[config.mk]
export PLATFORM = sky130hd
export DESIGN_NAME = rd_resp_packer
export DESIGN_NICKNAME = d
export VERILOG_FILES = /design/src/rtl/rd_resp_packer.sv
export SDC_FILE = /design/constraint.sdc
export NUM_CORES = 1
export LEC_CHECK = 0
export ABC_CLOCK_PERIOD_IN_PS = 2570
export BUFFER_PORTS_ARGS = -buffer_cell sky130_fd_sc_hd__buf_4
export CORE_MARGIN = 2
export CORE_UTILIZATION = 40
export CTS_CLUSTER_DIAMETER = 80
export DETAILED_ROUTE_END_ITERATION = 10
export GPL_TIMING_DRIVEN = 1
export SLEW_MARGIN = 20
export SYNTH_ARGS = -nofsm -noshare
export SYNTH_HDL_FRONTEND = slang
export SYNTH_SLANG_ARGS = --single-unit
[constraint.sdc]
create_clock -name clk -period 2.57 [get_ports clk]
set_clock_uncertainty 0.05 [all_clocks]
set_input_delay 0.514 -clock clk [delete_from_list [all_inputs] [get_ports clk]]
set_output_delay 0.514 -clock clk [all_outputs]
set_load 0.05 [all_outputs]
[src/rtl/rd_resp_packer.sv]
// rtl/rd_resp_packer.sv - packs 32-bit read words into 64-bit beats behind an output FIFO
module rd_resp_packer #(
   parameter int DEPTH = 4,
   parameter int CNT_W = 16
) (
   input  logic             clk,
   input  logic             reset,
   input  logic             rd_valid_i,
   input  logic [31:0]      rd_data_i,
   input  logic             flush_i,
   output logic             out_valid_o,
   input  logic             out_ready_i,
   output logic [63:0]      out_data_o,
   output logic             out_half_o,
   output logic             overflow_o,
   input  logic             clear_ovf_i,
   output logic [CNT_W-1:0] word_cnt_o
);

   localparam int PTR_W = $clog2(DEPTH);
   localparam logic [PTR_W:0] CNT_FULL = (PTR_W+1)'(DEPTH);
   localparam logic [PTR_W:0] CNT_ONE  = (PTR_W+1)'(1);

   typedef enum logic {
      S_EMPTY = 1'b0,
      S_HALF  = 1'b1
   } state_t;

   state_t             state_q, state_d;
   logic [31:0]        hold_q, hold_d;
   logic [64:0]        mem_q [DEPTH];
   logic [64:0]        mem_d [DEPTH];
   logic [PTR_W-1:0]   wr_ptr_q, wr_ptr_d;
   logic [PTR_W-1:0]   rd_ptr_q, rd_ptr_d;
   logic [PTR_W:0]     count_q, count_d;
   logic               out_valid_q, out_valid_d;
   logic [63:0]        out_data_q, out_data_d;
   logic               out_half_q, out_half_d;
   logic               overflow_q, overflow_d;
   logic [CNT_W-1:0]   word_cnt_q, word_cnt_d;

   logic               push;
   logic [63:0]        beat_data;
   logic               beat_half;
   logic               pop;
   logic               full;
   logic               accept;

   // Pairing state machine: decides whether this cycle produces a beat and what it holds
   always_comb begin
      state_d   = state_q;
      hold_d    = hold_q;
      push      = 1'b0;
      beat_data = 64'h0;
      beat_half = 1'b0;
      case (state_q)
         S_EMPTY: begin
            if (rd_valid_i) begin
               if (flush_i) begin
                  push      = 1'b1;
                  beat_data = {32'h0, rd_data_i};
                  beat_half = 1'b1;
               end else begin
                  hold_d  = rd_data_i;
                  state_d = S_HALF;
               end
            end
         end
         S_HALF: begin
            if (rd_valid_i) begin
               push      = 1'b1;
               beat_data = {rd_data_i, hold_q};
               state_d   = S_EMPTY;
            end else if (flush_i) begin
               push      = 1'b1;
               beat_data = {32'h0, hold_q};
               beat_half = 1'b1;
               state_d   = S_EMPTY;
            end
         end
         default: state_d = S_EMPTY;
      endcase
   end

   // Queue bookkeeping; the next head is precomputed so the outputs come straight from flops
   always_comb begin
      pop    = out_valid_q & out_ready_i;
      full   = (count_q == CNT_FULL);
      accept = push & (~full | pop);

      mem_d    = mem_q;
      wr_ptr_d = wr_ptr_q;
      rd_ptr_d = rd_ptr_q;
      count_d  = count_q;

      if (accept) begin
         mem_d[wr_ptr_q] = {beat_half, beat_data};
         wr_ptr_d        = wr_ptr_q + PTR_W'(1);
      end
      if (pop) begin
         rd_ptr_d = rd_ptr_q + PTR_W'(1);
      end
      if (accept && !pop) begin
         count_d = count_q + CNT_ONE;
      end else if (pop && !accept) begin
         count_d = count_q - CNT_ONE;
      end

      out_valid_d = (count_d != '0);
      if (out_valid_d) begin
         {out_half_d, out_data_d} = mem_d[rd_ptr_d];
      end else begin
         out_half_d = 1'b0;
         out_data_d = 64'h0;
      end

      // A dropped beat sets the flag; setting beats clearing in the same cycle
      if (push && full && !pop) begin
         overflow_d = 1'b1;
      end else if (clear_ovf_i) begin
         overflow_d = 1'b0;
      end else begin
         overflow_d = overflow_q;
      end

      word_cnt_d = rd_valid_i ? word_cnt_q + CNT_W'(1) : word_cnt_q;
   end

   // State registers with synchronous active-low reset
   always_ff @(posedge clk) begin
      if (!reset) begin
         state_q     <= S_EMPTY;
         hold_q      <= 32'h0;
         for (int i = 0; i < DEPTH; i++) begin
            mem_q[i] <= 65'h0;
         end
         wr_ptr_q    <= '0;
         rd_ptr_q    <= '0;
         count_q     <= '0;
         out_valid_q <= 1'b0;
         out_data_q  <= 64'h0;
         out_half_q  <= 1'b0;
         overflow_q  <= 1'b0;
         word_cnt_q  <= '0;
      end else begin
         state_q     <= state_d;
         hold_q      <= hold_d;
         mem_q       <= mem_d;
         wr_ptr_q    <= wr_ptr_d;
         rd_ptr_q    <= rd_ptr_d;
         count_q     <= count_d;
         out_valid_q <= out_valid_d;
         out_data_q  <= out_data_d;
         out_half_q  <= out_half_d;
         overflow_q  <= overflow_d;
         word_cnt_q  <= word_cnt_d;
      end
   end

   assign out_valid_o = out_valid_q;
   assign out_data_o  = out_data_q;
   assign out_half_o  = out_half_q;
   assign overflow_o  = overflow_q;
   assign word_cnt_o  = word_cnt_q;

endmodule

# Yosys cells after proc, flatten, opt, wreduce, memory -nomap -nowiden
# Index checks and enable logic that the tools add are counted.
[totals]
register_bits = 383
in_bits = 38
output_inout_bits = 83
elab_cells = 69
[op_classes]
add_sub_neg = 5
order_cmp = 3
eq_ne = 1
n_mux = 27
n_bitwise = 8
n_reduce_logical = 11
[ops]
columns = ["operator", "n"]
rows = [
  ["bitwise mux 260 bit", 1],
  ["2-to-1 mux 260 bit", 1],
  ["2-to-1 mux 65 bit", 3],
  ["binary-select mux 65 bit (select 2 bit)", 1],
  ["demux 65 bit (select 2 bit)", 1],
  ["one-hot mux 64 bit (2 select lines)", 1],
  ["2-to-1 mux 32 bit", 3],
  ["2-to-1 mux 64 bit", 1],
  ["adder 16 x 1 -> 16 bit, second input constant", 1],
  ["2-to-1 mux 1 bit", 9],
  ["greater-or-equal comparator 3 bit, second input constant", 2],
  ["2-to-1 mux 3 bit", 2],
  ["inverter 2 -> 3 bit", 2],
  ["one-hot mux 1 bit (2 select lines)", 3],
  ["logical AND 1 bit", 5],
  ["adder 2 x 1 -> 2 bit, second input constant", 2],
  ["adder 3 x 1 -> 3 bit, second input constant", 1],
  ["equality test 3 bit, second input constant", 1],
  ["< comparator 3 x 1 -> 1 bit, second input constant", 1],
  ["inverter 1 bit", 3],
  ["AND reduction 3 bit", 1],
  ["nonzero test 3 bit", 1],
  ["subtractor 3 x 1 -> 3 bit, second input constant", 1],
  ["AND 1 bit", 2],
  ["5 further kinds", 6],
]

# Logic depth before layout (Yosys ltp)
[logic_depth]
word_depth = 10
ltp_mapped = 10
ltp_nobuf = 8

# Worst setup path after synthesis
# Ideal clock, no wire load.
[synth_path]
kind = "register to register"
startpoint = "register out_valid_q, in the netlist out_valid_o"
endpoint = "register out_data_q[33], in the netlist out_data_o[33]"
setup_ns = 0.148
arrival_ns = 2.143
required_time_ns = 2.372
setup_slack_ns = 0.228
path_stages_with_launch = 7
n_path_buf = 2
synth_period_minus_slack_ns = 2.342
cell_sequence = "dfxtp_1 -> and2_1 -> buf_2 -> nand2_1 -> o22ai_1 -> clkbuf_1 -> a2111oi_2"
[synth_between]
elab_chain_len = 9
word_cells_on_any_way = 17
classes_between = "7 x mux; 4 x bitwise; 6 x reduce/logical"
[synth_lines]
columns = ["element", "line", "rtl"]
rows = [
  ["start: declaration", "36", "logic out_valid_q, out_valid_d;"],
  ["start signal: assignment", "152", "out_valid_q <= out_valid_d;"],
  ["AND 1 bit *", "87", "pop = out_valid_q & out_ready_i;"],
  ["OR 1 bit", "89", "accept = push & (~full | pop);"],
  ["AND 1 bit", "89", ""],
  ["zero test 1 bit", "105", "end else if (pop && !accept) begin"],
  ["logical AND 1 bit", "105", ""],
  ["2-to-1 mux 3 bit", "105", ""],
  ["2-to-1 mux 3 bit", "103", "if (accept && !pop) begin"],
  ["nonzero test 3 bit", "109", "out_valid_d = (count_d != '0);"],
  ["AND reduction 2 bit (no line)", "n/a", ""],
  ["end signal: assignment", "153", "out_data_q <= out_data_d;"],
  ["end: declaration", "37", "logic [63:0] out_data_q, out_data_d;"],
]
# Every way passes the cells marked *; elsewhere a longest branch is shown, timed or not. The select of a mux whose other input is x is not followed.
# A chain may end at the register's enable or synchronous reset.

# Worst setup path in the final report
[layout_path]
startpoint = "register count_q[0]"
endpoint = "register out_half_q, in the netlist out_half_o"
[layout_between]
elab_chain_len = 10
word_cells_on_any_way = 17
classes_between = "2 x add/sub; 1 x eq/ne; 6 x mux; 3 x bitwise; 5 x reduce/logical"
[layout_lines]
columns = ["element", "line", "rtl"]
rows = [
  ["start: declaration", "35", "logic [PTR_W:0] count_q, count_d;"],
  ["start signal: assignment", "151", "count_q <= count_d;"],
  ["equality test 3 bit", "88", "full = (count_q == CNT_FULL);"],
  ["inverter 1 bit", "89", ""],
  ["OR 1 bit", "89", ""],
  ["AND 1 bit", "89", ""],
  ["zero test 1 bit", "105", ""],
  ["logical AND 1 bit", "105", ""],
  ["2-to-1 mux 3 bit", "105", ""],
  ["2-to-1 mux 3 bit", "103", ""],
  ["nonzero test 3 bit", "109", ""],
  ["AND reduction 2 bit (no line)", "n/a", ""],
  ["end signal: assignment", "154", "out_half_q <= out_half_d;"],
  ["end: declaration", "38", "logic out_half_q, out_half_d;"],
]
# Several ways; a longest one is shown, not always the timed one. The select of a mux whose other input is x is not followed.

==> reports/metrics.sh <==
SYN2LAYOUT_AREA_GROWTH_PCT=22.4
PORT_BUFFERS=120
SYNTH_ENABLE_FLOP_CELLS=0
DPL.HPWL_UM=27800
RSZ0062_AT_GRT='false'
TIGHTEST_SLEW_NS=1.42
TYPE_OF_THE_WORST_SETUP_PATH='flip-flop to flip-flop'
HTREE_LEVELS=2
FINAL_NET_COUNT=1882
CP.REQUIRED_NS=3.03
CRIT_PATH_FREQUENT_CELL='sky130_fd_sc_hd__buf_4'
REPORT.POWER.TOTAL_mW=18.2
DETAIL_ROUTE.FIRST_PASS.ITERATIONS=4
CRITICAL_PATH.MAX_STAGE_DELAY_NS=0.38
YOSYS.CELL_TYPES.COUNT=48
POWER_LEAKAGE_nW=8.59
GRT_MAX_DEGREE=297
TOTAL_TRACK_USAGE_PCT=21.0
VIASPERCELL=5.26
FLOORPLAN.DIE_AREA_UM2=42700
CTS-ROOT-BUF='sky130_fd_sc_hd__clkbuf_16'
CRITICAL_PATH_AT_NS=2.82
LAYOUT_WORST_PATH_CYCLE_SHARE_PCT=91.6
ROUTABILITYCONGESTION=0.747
FINALHOLDVIOLATIONS=0
GRT_ANTENNA_BEFORE_REPAIR=0
DETAIL_ROUTE.WL_PER_CELL_UM=18.5
INITIAL_UTILIZATION_PCT=40.4
CP_TOP_FAMILY='compound AO/OA/AOI/OAI gates'
SYNTHFLOPTYPE='sky130_fd_sc_hd__dfxtp_1'
NUM_IO_PINS=121
ANT_NETS=0
SYNTH_FP_NETS=1739
GRT-OVFL-TOTAL=0
NUMCTSBUFFERS=44
ASYNC_RESET_FF_SHARE_PCT=0
REGISTER_CELL_AREA_AFTER_LAYOUT_UM2=7670
YS_SEQ_ELEMENTS=383
FIN_TNS_SETUP_NS=0
CORE_AREA_UM2=40600
VIA_COUNT_OF_THE_FIRST_GLOBAL_ROUTING_PASS=12300
DIE_Y_UM=207
CLOCK-SINKS=383
TOTALWIRELENGTH_UM=44500
MIN_PATH_TYPE='input port to flip-flop'
SYN_AREA_UM2=16400
DRIVE_ABOVE_1_SHARE_PCT=19.4
SYNTH.YOSYS.SEQ_AREA_SHARE_PCT=46.7
WORSTPATHMAXFANOUT=5
VDD_DROP_MAX_mV=0.510
ANTENNA_CELLS=0
X_DIMENSION_OF_THE_DIE_UM=207
CLOCK_NETWORK_LATENCY_TO_THE_LATER_PIN_OF_THE_WORST_SKEW_PAIR_NS=0.57
GRT_PASS1_WL_UM=70300
CLOCK_TREE_FROM_TRITONCTS='done'
DRV_CAP=0
AREA_OF_THE_MULTI_INPUT_GATES_UM2=8050
CLK_PATH_BUF_DEPTH=3
WORST_PATH_CLK_SLEW_NS=0.06
NUMBER_OF_DRC_VIOLATIONS_AFTER_DETAILED_ROUTING=0
WORST_PATH_MAX_DELAY_CELL='sky130_fd_sc_hd__a2111oi_1'
N_FILL_CELL=3752
YS_WARN_COUNT=0
SLEW_VIOLATIONS=0
TIMING.SLEW.HEADROOM_PCT=5.31
CP_NUM_BUF_INV=3
POWER.DENSITY_CELL_AREA_nW_PER_UM2=904
AVERAGE_FOOTPRINT_OF_A_SYNTHESIZED_CELL_UM2=9.69
CRITICAL_PATH.ENDPOINT_TYPE='flip-flop'
CELL_COUNT_AFTER_SYNTHESIS=1693
CTS_HOLD_BUF=0
MAX_FREQ_MHz=425
STATUS='finished, final reports clean'
FINAL_PERIOD_MINUS_WORST_SETUP_SLACK_NS=2.35
ROUTED_VIA_COUNT=12600
CP_CELL_SEQUENCE='inv_1 > ha_1 > nand2_2 > o211ai_4 > buf_4 > mux2i_1 > a22o_1 > a2111oi_1 > buf_4'
START_KIND='flip-flop'
DRT_ITER0_DRC=983
SETUP_VIOL=0
ROW_COUNT=74
[timing repair]
item / in CTS / in global routing
endpoints found under the setup margin: 0 / 8
buffers inserted: 0 / 1
hold endpoints to repair: 0 / 0
resized for setup: 0 / 1
[flip-flops by register name, summed over array words and instances, names as in the netlist]
register / cells
mem_q: 260
state_q: 1
out_data_o: 64
word_cnt_o: 16
wr_ptr_q: 2
rd_ptr_q: 2
hold_q: 32
out_valid_o: 1
count_q: 3
out_half_o: 1
overflow_o: 1
[metal layers]
metal,up-vias,wire [µm],share of wire (%),GRT usage (%)
li1,6178,-,-,-
met1,6085,21000,47,29.0
met2,293,19800,45,32.8
met5,-,0,0,0
met3,72,2370,5.3,4.22
met4,0,1270,2.9,7.14
[Yosys cell counts, drive strengths merged (2+ instances only)]
cell type | n | share of area [%]
nor2b | 268 | 10
o22ai | 66 | 2.5
nor3 | 2 | 0.061
or3 | 3 | 0.11
and2 | 16 | 0.61
a21bo | 2 | 0.12
buf | 46 | 2.1
a21boi | 36 | 1.6
a2111oi | 33 | 3.0
xnor2 | 11 | 0.59
xor2 | 5 | 0.27
o211ai | 36 | 1.8
o21a | 33 | 1.5
nor2 | 69 | 1.6
nand2b | 3 | 0.11
a22o | 33 | 1.8
nand4 | 5 | 0.19
o21ai | 36 | 1.1
mux2i | 200 | 12
nand3 | 5 | 0.15
and3 | 36 | 1.4
a21oi | 65 | 2.0
nand2 | 140 | 3.2
dfxtp | 383 | 47
clkbuf | 101 | 2.3
ha | 8 | 0.61
inv | 9 | 0.21
a211oi | 32 | 1.5
[final timing paths]
path / from / to / slack [ns] / cells after the start
setup / recovery: count_q[0] / out_half_o / 0.22 / 9
hold / removal: clear_ovf_i / overflow_o / 0.20 / 3
setup reg to reg: count_q[0] / out_half_o / 0.22 / 9
hold reg to reg: hold_q[6] / hold_q[6] / 0.42 / 2
[final cells by class]
cell class | instances | area share (%)
Clock buffer | 61 | 6.35
Timing Repair Buffer | 244 | 10.9
Tap cell | 532 | 3.31
Multi-Input combinational cell | 1154 | 40.1
Clock inverter | 16 | 1.02
Inverter | 9 | 0.168
Sequential cell | 383 | 38.2
[kinds of logic after synthesis]
| family | synth area share, % |
|---|---|
| buffers and inverters | 4.60 |
| multiplexers | 12.3 |
| AND/OR/NAND/NOR | 17.8 |
| AO/OA/AOI/OAI | 17.0 |
| flip-flops | 46.7 |
| adder cells (fa/ha/maj) | 0.679 |
| XOR/XNOR | 0.854 |
[where the power goes]
part	leakage (nW)	internal, mW	switching [mW]
logic	4.76	1.95	3.31
clock network	0.734	3.87	2.54
registers	3.10	6.31	0.190
total	8.59	12.1	6.04
[cell usage in the layout, fill, tap and decap left out, types with 3 or more instances in the layout]
| master | n |
|---|---|
| sky130_fd_sc_hd__a2111oi_2 | 31 |
| sky130_fd_sc_hd__a211oi_1 | 32 |
| sky130_fd_sc_hd__a21boi_0 | 34 |
| sky130_fd_sc_hd__a21oi_1 | 65 |
| sky130_fd_sc_hd__a22o_1 | 33 |
| sky130_fd_sc_hd__and2_1 | 16 |
| sky130_fd_sc_hd__and3_1 | 35 |
| sky130_fd_sc_hd__buf_12 | 28 |
| sky130_fd_sc_hd__buf_4 | 215 |
| sky130_fd_sc_hd__bufinv_16 | 4 |
| sky130_fd_sc_hd__clkbuf_1 | 6 |
| sky130_fd_sc_hd__clkbuf_16 | 44 |
| sky130_fd_sc_hd__clkbuf_8 | 11 |
| sky130_fd_sc_hd__clkinv_2 | 8 |
| sky130_fd_sc_hd__dfxtp_1 | 382 |
| sky130_fd_sc_hd__ha_1 | 8 |
| sky130_fd_sc_hd__inv_1 | 8 |
| sky130_fd_sc_hd__mux2i_1 | 200 |
| sky130_fd_sc_hd__nand2_1 | 139 |
| sky130_fd_sc_hd__nand2b_1 | 3 |
| sky130_fd_sc_hd__nand3_1 | 5 |
| sky130_fd_sc_hd__nand4_1 | 5 |
| sky130_fd_sc_hd__nor2_1 | 67 |
| sky130_fd_sc_hd__nor2b_1 | 267 |
| sky130_fd_sc_hd__o211ai_1 | 32 |
| sky130_fd_sc_hd__o211ai_4 | 4 |
| sky130_fd_sc_hd__o21a_1 | 33 |
| sky130_fd_sc_hd__o21ai_0 | 36 |
| sky130_fd_sc_hd__o22ai_1 | 65 |
| sky130_fd_sc_hd__or3_1 | 3 |
| sky130_fd_sc_hd__xnor2_1 | 11 |
| sky130_fd_sc_hd__xor2_1 | 5 |
[per-stage QoR]
step                      instances  util (%)  hold WS [ns]  setup WS, ns  cell area, µm²
after global placement         2321      45.8         0.404        0.0795           18600
after detailed placement       2321      45.8         0.411        0.0416           18600
after CTS                      2398      49.4         0.172         0.150           20100
after floorplan                1693         -         0.394         0.228           16400
final                          2399      49.4         0.199         0.216           20100
after global routing           2399      49.4         0.175        0.0844           20100
[worst register-to-register path, delay by kind of cell (launching register included)]
family,cells,cell delay [ns]
buffers and inverters,3,0.47
AOI/OAI and AO/OA,3,0.97
adders and majority gates,1,0.24
muxes,1,0.08
and+or+nand+nor,1,0.17
DFF,1,0.33
No activity file was read; power rests on OpenSTA's default activity.
